==> src/rtl/cdb_arbiter_if.sv <==
// Producer-to-arbiter result handshakes and the registered CDB broadcast bundle.
// The slave modport is the arbiter side; the master modport is the producer/consumer side.
interface cdb_arbiter_if #(
    parameter int unsigned IDX_W = 6
);
    logic             alu_valid;
    logic [IDX_W-1:0] alu_rob_index;
    logic [31:0]      alu_res;
    logic             alu_jump;
    logic [31:0]      alu_jump_pc;
    logic             alu_ready;

    logic             lsb_valid;
    logic [IDX_W-1:0] lsb_rob_index;
    logic [31:0]      lsb_res;
    logic             lsb_ready;

    logic             cdb_valid;
    logic             cdb_src;
    logic [IDX_W-1:0] cdb_rob_index;
    logic [31:0]      cdb_res;
    logic             cdb_jump;
    logic [31:0]      cdb_jump_pc;

    modport master (
        output alu_valid, alu_rob_index, alu_res, alu_jump, alu_jump_pc,
        output lsb_valid, lsb_rob_index, lsb_res,
        input  alu_ready, lsb_ready,
        input  cdb_valid, cdb_src, cdb_rob_index, cdb_res, cdb_jump, cdb_jump_pc
    );

    modport slave (
        input  alu_valid, alu_rob_index, alu_res, alu_jump, alu_jump_pc,
        input  lsb_valid, lsb_rob_index, lsb_res,
        output alu_ready, lsb_ready,
        output cdb_valid, cdb_src, cdb_rob_index, cdb_res, cdb_jump, cdb_jump_pc
    );
endinterface

==> src/rtl/cdb_arbiter.sv <==
// Common data bus arbiter: two per-source result FIFOs (ALU, LSB) drained one
// entry per enabled cycle onto a registered CDB, round-robin between sources.
module cdb_arbiter #(
    parameter int unsigned DEPTH = 4,
    parameter int unsigned IDX_W = 6
) (
    input  logic         clk,
    input  logic         rst,
    input  logic         rdy,
    input  logic         flush,
    cdb_arbiter_if.slave bus
);
    localparam int unsigned PTR_W = $clog2(DEPTH);
    localparam int unsigned CNT_W = PTR_W + 1;

    localparam logic [0:0] SRC_ALU = 1'b0;
    localparam logic [0:0] SRC_LSB = 1'b1;

    typedef struct packed {
        logic [IDX_W-1:0] idx;
        logic [31:0]      res;
        logic             jump;
        logic [31:0]      pc;
    } alu_ent_t;

    typedef struct packed {
        logic [IDX_W-1:0] idx;
        logic [31:0]      res;
    } lsb_ent_t;

    alu_ent_t         alu_mem [DEPTH];
    lsb_ent_t         lsb_mem [DEPTH];
    logic [PTR_W-1:0] alu_head, alu_tail, lsb_head, lsb_tail;
    logic [CNT_W-1:0] alu_count, lsb_count;
    logic [0:0]       last_grant;

    logic alu_ready_c, lsb_ready_c;
    logic alu_push_c, lsb_push_c, alu_pop_c, lsb_pop_c;

    // Ready depends only on registered counts, so a same-edge pop never frees a slot early.
    always_comb begin
        alu_ready_c = (alu_count < CNT_W'(DEPTH));
        lsb_ready_c = (lsb_count < CNT_W'(DEPTH));
        alu_push_c  = bus.alu_valid && alu_ready_c;
        lsb_push_c  = bus.lsb_valid && lsb_ready_c;
        alu_pop_c   = (alu_count != '0) && ((lsb_count == '0) || (last_grant == SRC_LSB));
        lsb_pop_c   = (lsb_count != '0) && !alu_pop_c;
    end

    assign bus.alu_ready = alu_ready_c;
    assign bus.lsb_ready = lsb_ready_c;

    // Entry storage; contents need no reset since counts gate every read.
    always_ff @(posedge clk) begin
        if (!rst && rdy && !flush) begin
            if (alu_push_c) begin
                alu_mem[alu_tail] <= '{bus.alu_rob_index, bus.alu_res, bus.alu_jump, bus.alu_jump_pc};
            end
            if (lsb_push_c) begin
                lsb_mem[lsb_tail] <= '{bus.lsb_rob_index, bus.lsb_res};
            end
        end
    end

    always_ff @(posedge clk) begin
        if (rst) begin
            alu_head          <= '0;
            alu_tail          <= '0;
            alu_count         <= '0;
            lsb_head          <= '0;
            lsb_tail          <= '0;
            lsb_count         <= '0;
            last_grant        <= SRC_LSB;
            bus.cdb_valid     <= 1'b0;
            bus.cdb_src       <= 1'b0;
            bus.cdb_rob_index <= '0;
            bus.cdb_res       <= '0;
            bus.cdb_jump      <= 1'b0;
            bus.cdb_jump_pc   <= '0;
        end else if (rdy) begin
            if (flush) begin
                alu_head      <= '0;
                alu_tail      <= '0;
                alu_count     <= '0;
                lsb_head      <= '0;
                lsb_tail      <= '0;
                lsb_count     <= '0;
                last_grant    <= SRC_LSB;
                bus.cdb_valid <= 1'b0;
            end else begin
                if (alu_push_c) alu_tail <= alu_tail + PTR_W'(1);
                if (alu_pop_c)  alu_head <= alu_head + PTR_W'(1);
                if (lsb_push_c) lsb_tail <= lsb_tail + PTR_W'(1);
                if (lsb_pop_c)  lsb_head <= lsb_head + PTR_W'(1);
                alu_count <= alu_count + CNT_W'(alu_push_c) - CNT_W'(alu_pop_c);
                lsb_count <= lsb_count + CNT_W'(lsb_push_c) - CNT_W'(lsb_pop_c);

                if (alu_pop_c) begin
                    bus.cdb_valid     <= 1'b1;
                    bus.cdb_src       <= SRC_ALU;
                    bus.cdb_rob_index <= alu_mem[alu_head].idx;
                    bus.cdb_res       <= alu_mem[alu_head].res;
                    bus.cdb_jump      <= alu_mem[alu_head].jump;
                    bus.cdb_jump_pc   <= alu_mem[alu_head].pc;
                    last_grant        <= SRC_ALU;
                end else if (lsb_pop_c) begin
                    bus.cdb_valid     <= 1'b1;
                    bus.cdb_src       <= SRC_LSB;
                    bus.cdb_rob_index <= lsb_mem[lsb_head].idx;
                    bus.cdb_res       <= lsb_mem[lsb_head].res;
                    bus.cdb_jump      <= 1'b0;
                    bus.cdb_jump_pc   <= '0;
                    last_grant        <= SRC_LSB;
                end else begin
                    // Idle bus: only valid drops, payload holds its last value.
                    bus.cdb_valid <= 1'b0;
                end
            end
        end
    end
endmodule

==> src/flat_wrapper.sv <==
// flat-port wrapper written by rule: the top's interface ports become plain ports
module cdb_arbiter_flat 
#(
    parameter int unsigned DEPTH = 4,
    parameter int unsigned IDX_W = 6
)
  (clk, rst, rdy, flush, bus_alu_valid, bus_alu_rob_index, bus_alu_res, bus_alu_jump, bus_alu_jump_pc, bus_lsb_valid, bus_lsb_rob_index, bus_lsb_res, bus_alu_ready, bus_lsb_ready, bus_cdb_valid, bus_cdb_src, bus_cdb_rob_index, bus_cdb_res, bus_cdb_jump, bus_cdb_jump_pc);
  cdb_arbiter_if #(.IDX_W(IDX_W)) bus_i ();
  input  logic clk;
  input  logic rst;
  input  logic rdy;
  input  logic flush;
  input wire logic [$bits(bus_i.alu_valid)-1:0] bus_alu_valid;
  input wire logic [$bits(bus_i.alu_rob_index)-1:0] bus_alu_rob_index;
  input wire logic [$bits(bus_i.alu_res)-1:0] bus_alu_res;
  input wire logic [$bits(bus_i.alu_jump)-1:0] bus_alu_jump;
  input wire logic [$bits(bus_i.alu_jump_pc)-1:0] bus_alu_jump_pc;
  input wire logic [$bits(bus_i.lsb_valid)-1:0] bus_lsb_valid;
  input wire logic [$bits(bus_i.lsb_rob_index)-1:0] bus_lsb_rob_index;
  input wire logic [$bits(bus_i.lsb_res)-1:0] bus_lsb_res;
  output wire logic [$bits(bus_i.alu_ready)-1:0] bus_alu_ready;
  output wire logic [$bits(bus_i.lsb_ready)-1:0] bus_lsb_ready;
  output wire logic [$bits(bus_i.cdb_valid)-1:0] bus_cdb_valid;
  output wire logic [$bits(bus_i.cdb_src)-1:0] bus_cdb_src;
  output wire logic [$bits(bus_i.cdb_rob_index)-1:0] bus_cdb_rob_index;
  output wire logic [$bits(bus_i.cdb_res)-1:0] bus_cdb_res;
  output wire logic [$bits(bus_i.cdb_jump)-1:0] bus_cdb_jump;
  output wire logic [$bits(bus_i.cdb_jump_pc)-1:0] bus_cdb_jump_pc;
  assign bus_i.alu_valid = bus_alu_valid;
  assign bus_i.alu_rob_index = bus_alu_rob_index;
  assign bus_i.alu_res = bus_alu_res;
  assign bus_i.alu_jump = bus_alu_jump;
  assign bus_i.alu_jump_pc = bus_alu_jump_pc;
  assign bus_i.lsb_valid = bus_lsb_valid;
  assign bus_i.lsb_rob_index = bus_lsb_rob_index;
  assign bus_i.lsb_res = bus_lsb_res;
  assign bus_alu_ready = bus_i.alu_ready;
  assign bus_lsb_ready = bus_i.lsb_ready;
  assign bus_cdb_valid = bus_i.cdb_valid;
  assign bus_cdb_src = bus_i.cdb_src;
  assign bus_cdb_rob_index = bus_i.cdb_rob_index;
  assign bus_cdb_res = bus_i.cdb_res;
  assign bus_cdb_jump = bus_i.cdb_jump;
  assign bus_cdb_jump_pc = bus_i.cdb_jump_pc;
  cdb_arbiter #(.DEPTH(DEPTH), .IDX_W(IDX_W)) u_core (.clk(clk), .rst(rst), .rdy(rdy), .flush(flush), .bus(bus_i));
endmodule
==> config.mk <==
export PLATFORM = sky130hd
export DESIGN_NAME = cdb_arbiter_flat
export DESIGN_NICKNAME = d
export VERILOG_FILES = /design/src/rtl/cdb_arbiter_if.sv /design/src/rtl/cdb_arbiter.sv /design/src/flat_wrapper.sv
export SDC_FILE = /design/constraint.sdc
export NUM_CORES = 1
export LEC_CHECK = 0
export CAP_MARGIN = 20
export CORE_MARGIN = 1
export CORE_UTILIZATION = 55
export DETAILED_ROUTE_END_ITERATION = 10
export PLACE_DENSITY = 0.73
export SLEW_MARGIN = 20
export SYNTH_ARGS = -nofsm -noshare
export SYNTH_HDL_FRONTEND = slang
export SYNTH_SLANG_ARGS = --single-unit
==> constraint.sdc <==
create_clock -name clk -period 7 [get_ports clk]
set_clock_uncertainty 0.1 [all_clocks]
set_input_delay 0.7 -clock clk [delete_from_list [all_inputs] [get_ports clk]]
set_output_delay 0.7 -clock clk [all_outputs]
set_load 0.005 [all_outputs]
==> results.tsv <==
metric	value	unit
pin_count	190	
avgSynthCellArea	19.1	µm²
crit_type	register to register	
finalSetupViolCount	0	
hpwl	22.3	mm
p_comb_share	6.7	%
leakagePower	7.37	nW
cp-start-kind	register	
first_pass_iters	5	
grt_pass1_wl	59.2	mm
worst_slew_pin_slew	1130	ps
cts_tree	done	
wirelength	39.0	mm
globalRoute.totalOverflow	0	
r2r-end	u_core.lsb_count[2]$_SDFFE_PP0P_	
synth_fp_nets	1152	
synth_cell_type_count	40	
pre_cts_slack	3280	ps
fin_nets	1342	
cts_sinks	528	
status	completed	
drt_iter0_markers	852	
start_util	56.3	%
layout_common_cells	edfxtp_1, clkdlybuf4s50_1, mux4_2	
antenna_found_initial	0	
fin_crit_sh	49.2	%
power.internal	0.00514	W
ys.flop_type	edfxtp_1	
antenna_cells	0	
vias_per_cell	5.86	
min_to	u_core.bus.cdb_rob_index[2]$_SDFFE_PP0P_	
ys_seq_elements	528	
clk_path_buf_depth	3	
drc	0	
period_minus_slack	3440	ps
htree_levels	2	
rsz0062_at_grt	false	
cts_made_buffers	51	
critPathCaptureType	register	
hold_buffers	0	
gp_congestion	0.755	
io_buffers	189	
die_area	36300	µm²
seq_area_frac_synth	76.4	%
fin_setup_tns	0	ps
ir_worst_vdd	196	µV
clk_pin_slew	60	ps
rrSetupSlack	3560	ps
hold_violations	0	
min_from	u_core.bus.cdb_rob_index[2]$_SDFFE_PP0P_	
critPathMaxFanout	41	
timing.max_cap.violations	0	
clock_latency	550	ps
p_sw	0.00138	W
cts_setup_buffers	0	
grt_max_degree	78	
first_global_vias	10394	
powerDensity	278	nW/µm²
synth_edf_count	436	
final_common_cell	edfxtp_1	
layout_setup_ws	3560	ps
core	34700	µm²
area_growth	19.8	%
fill_cells	2291	
hold_depth	2	
dr_total_vias	10032	
gr-usage-all-layers	21.8	%
power_frac_seq	53.6	%
die_w	190	µm
synth_warnings	0	
cts_root_buf	clkbuf_16	
async_reset_ff_share	0	%
design_area	23400	µm²
fmaxAchievable	290	MHz
switching_share	21.1	%
min_path_type	register to register	
finalMaxSlewViolations	0	
drive_gt1_share	16.5	%
rr_startpoint	u_core.lsb_count[1]$_SDFFE_PP0P_	
r2r_cells	12	
power_frac_clock	39.7	%
placed_cell_area	21800	µm²
crit_path_start	u_core.lsb_count[1]$_SDFFE_PP0P_	
final_util	67.4	%
cp.arrival	3820	ps
fp.dieH	190	µm
synth_cells	1024	
ant_nets	0	
std_cell_rows	68	
crit_required	7380	ps
wire_per_inst	22.8	µm
cts_resized	0	
syn-cell-area	19500	µm²
timing.hold.ws	396	ps
relSlewSlack	24.6	%
-- critical path: stages, from the launching register on --
cell and delay, ps:
dfxtp_1 380, nor3_2 480, o21a_2 850, nor2_1 110, ha_1 330, inv_1 60
ha_1 130, inv_1 50, fa_1 400, xor2_1 160, o21ai_0 150, nand2_1 70
a21oi_1 110
-- metrics by stage --
step / instances / power [W]
after floorplan: 1024 / 0.00377
after global placement: 1615 / 0.00398
after detailed placement: 1615 / 0.00400
after CTS: 1711 / 0.00656
after global routing: 1712 / 0.00672
final: 1712 / 0.00651
-- state kept, by name, summed over array words and instances, names as in the netlist, 3 cells and up, named ones only --
| signal | count |
|---|---|
| u_core.bus.cdb_rob_index | 6 |
| u_core.lsb_count | 3 |
| u_core.bus.cdb_res | 32 |
| u_core.alu_mem | 284 |
| u_core.alu_count | 3 |
| u_core.lsb_mem | 152 |
| u_core.bus.cdb_jump_pc | 32 |
-- power by group through the flow --
| stage | sequential [W] | combinational (W) | clock, W |
|---|---|---|---|
| 2_1_floorplan | 0.00354 | 0.000231 | 0 |
| 3_3_place_gp | 0.00356 | 0.000424 | 0 |
| 3_5_place_dp | 0.00356 | 0.000437 | 0 |
| 4_1_cts | 0.00349 | 0.000440 | 0.00262 |
| 5_1_grt | 0.00350 | 0.000473 | 0.00275 |
| 6_report | 0.00349 | 0.000436 | 0.00259 |
-- cells by family after synthesis --
family	after synthesis	share of synthesized area [%]
adders and majority gates	13	0.909
buffers and inverters	74	1.79
xor gates and xnor gates	2	0.0897
AOI/OAI and AO/OA	103	4.12
muxes	109	12.6
DFF	528	76.4
and+or+nand+nor	195	4.07
-- how the worst max path moves through the flow --
| stage | endpoint | depth (start not counted) | slack (ps) |
|---|---|---|---|
| 2_1_floorplan | u_core.alu_mem[0][0]$_DFFE_PP_ | 4 | 3540 |
| 3_3_place_gp | u_core.alu_mem[0][54]$_DFFE_PP_ | 5 | 3380 |
| 3_5_place_dp | u_core.alu_mem[0][55]$_DFFE_PP_ | 5 | 3280 |
| 4_1_cts | u_core.lsb_count[2]$_SDFFE_PP0P_ | 12 | 3530 |
| 5_1_grt | u_core.lsb_count[2]$_SDFFE_PP0P_ | 12 | 3270 |
| 6_report | u_core.lsb_count[2]$_SDFFE_PP0P_ | 12 | 3560 |
-- metal layers --
| metal | wire length (µm) | vias up | track usage [%] | part of all wire (%) |
|---|---|---|---|---|
| li1 | - | 4462 | - | - |
| met1 | 16300 | 5169 | 29.8 | 42 |
| met2 | 19700 | 347 | 37.3 | 50 |
| met3 | 2300 | 54 | 3.20 | 5.9 |
| met4 | 755 | 0 | 5.14 | 1.9 |
| met5 | 0 | - | 0 | 0 |
-- synth_stat cells, drive strengths merged (7+ instances only) --
library cell	n	area, µm²
edfxtp	436	13100
dfxtp	92	1840
clkbuf	26	98.8
nor3	7	40.0
a311oi	38	352
nand2	81	304
and2	8	50.1
inv	14	52.6
mux4	109	2450
a21oi	12	60.1
a22oi	35	263
nor2	87	327
o21ai	7	42.5
buf	34	198
ha	11	138
-- layout make-up --
cell class | instances | area, µm² | area share (%)
clock buffers | 74 | 1410 | 6.04
well taps | 455 | 569 | 2.43
multi-input cells | 422 | 4280 | 18.3
clock inverters | 22 | 164 | 0.701
inverters | 14 | 52.6 | 0.225
repair buffers | 197 | 1960 | 8.39
flip-flops and latches | 528 | 14900 | 63.9
No activity file was read; power rests on OpenSTA's default activity.
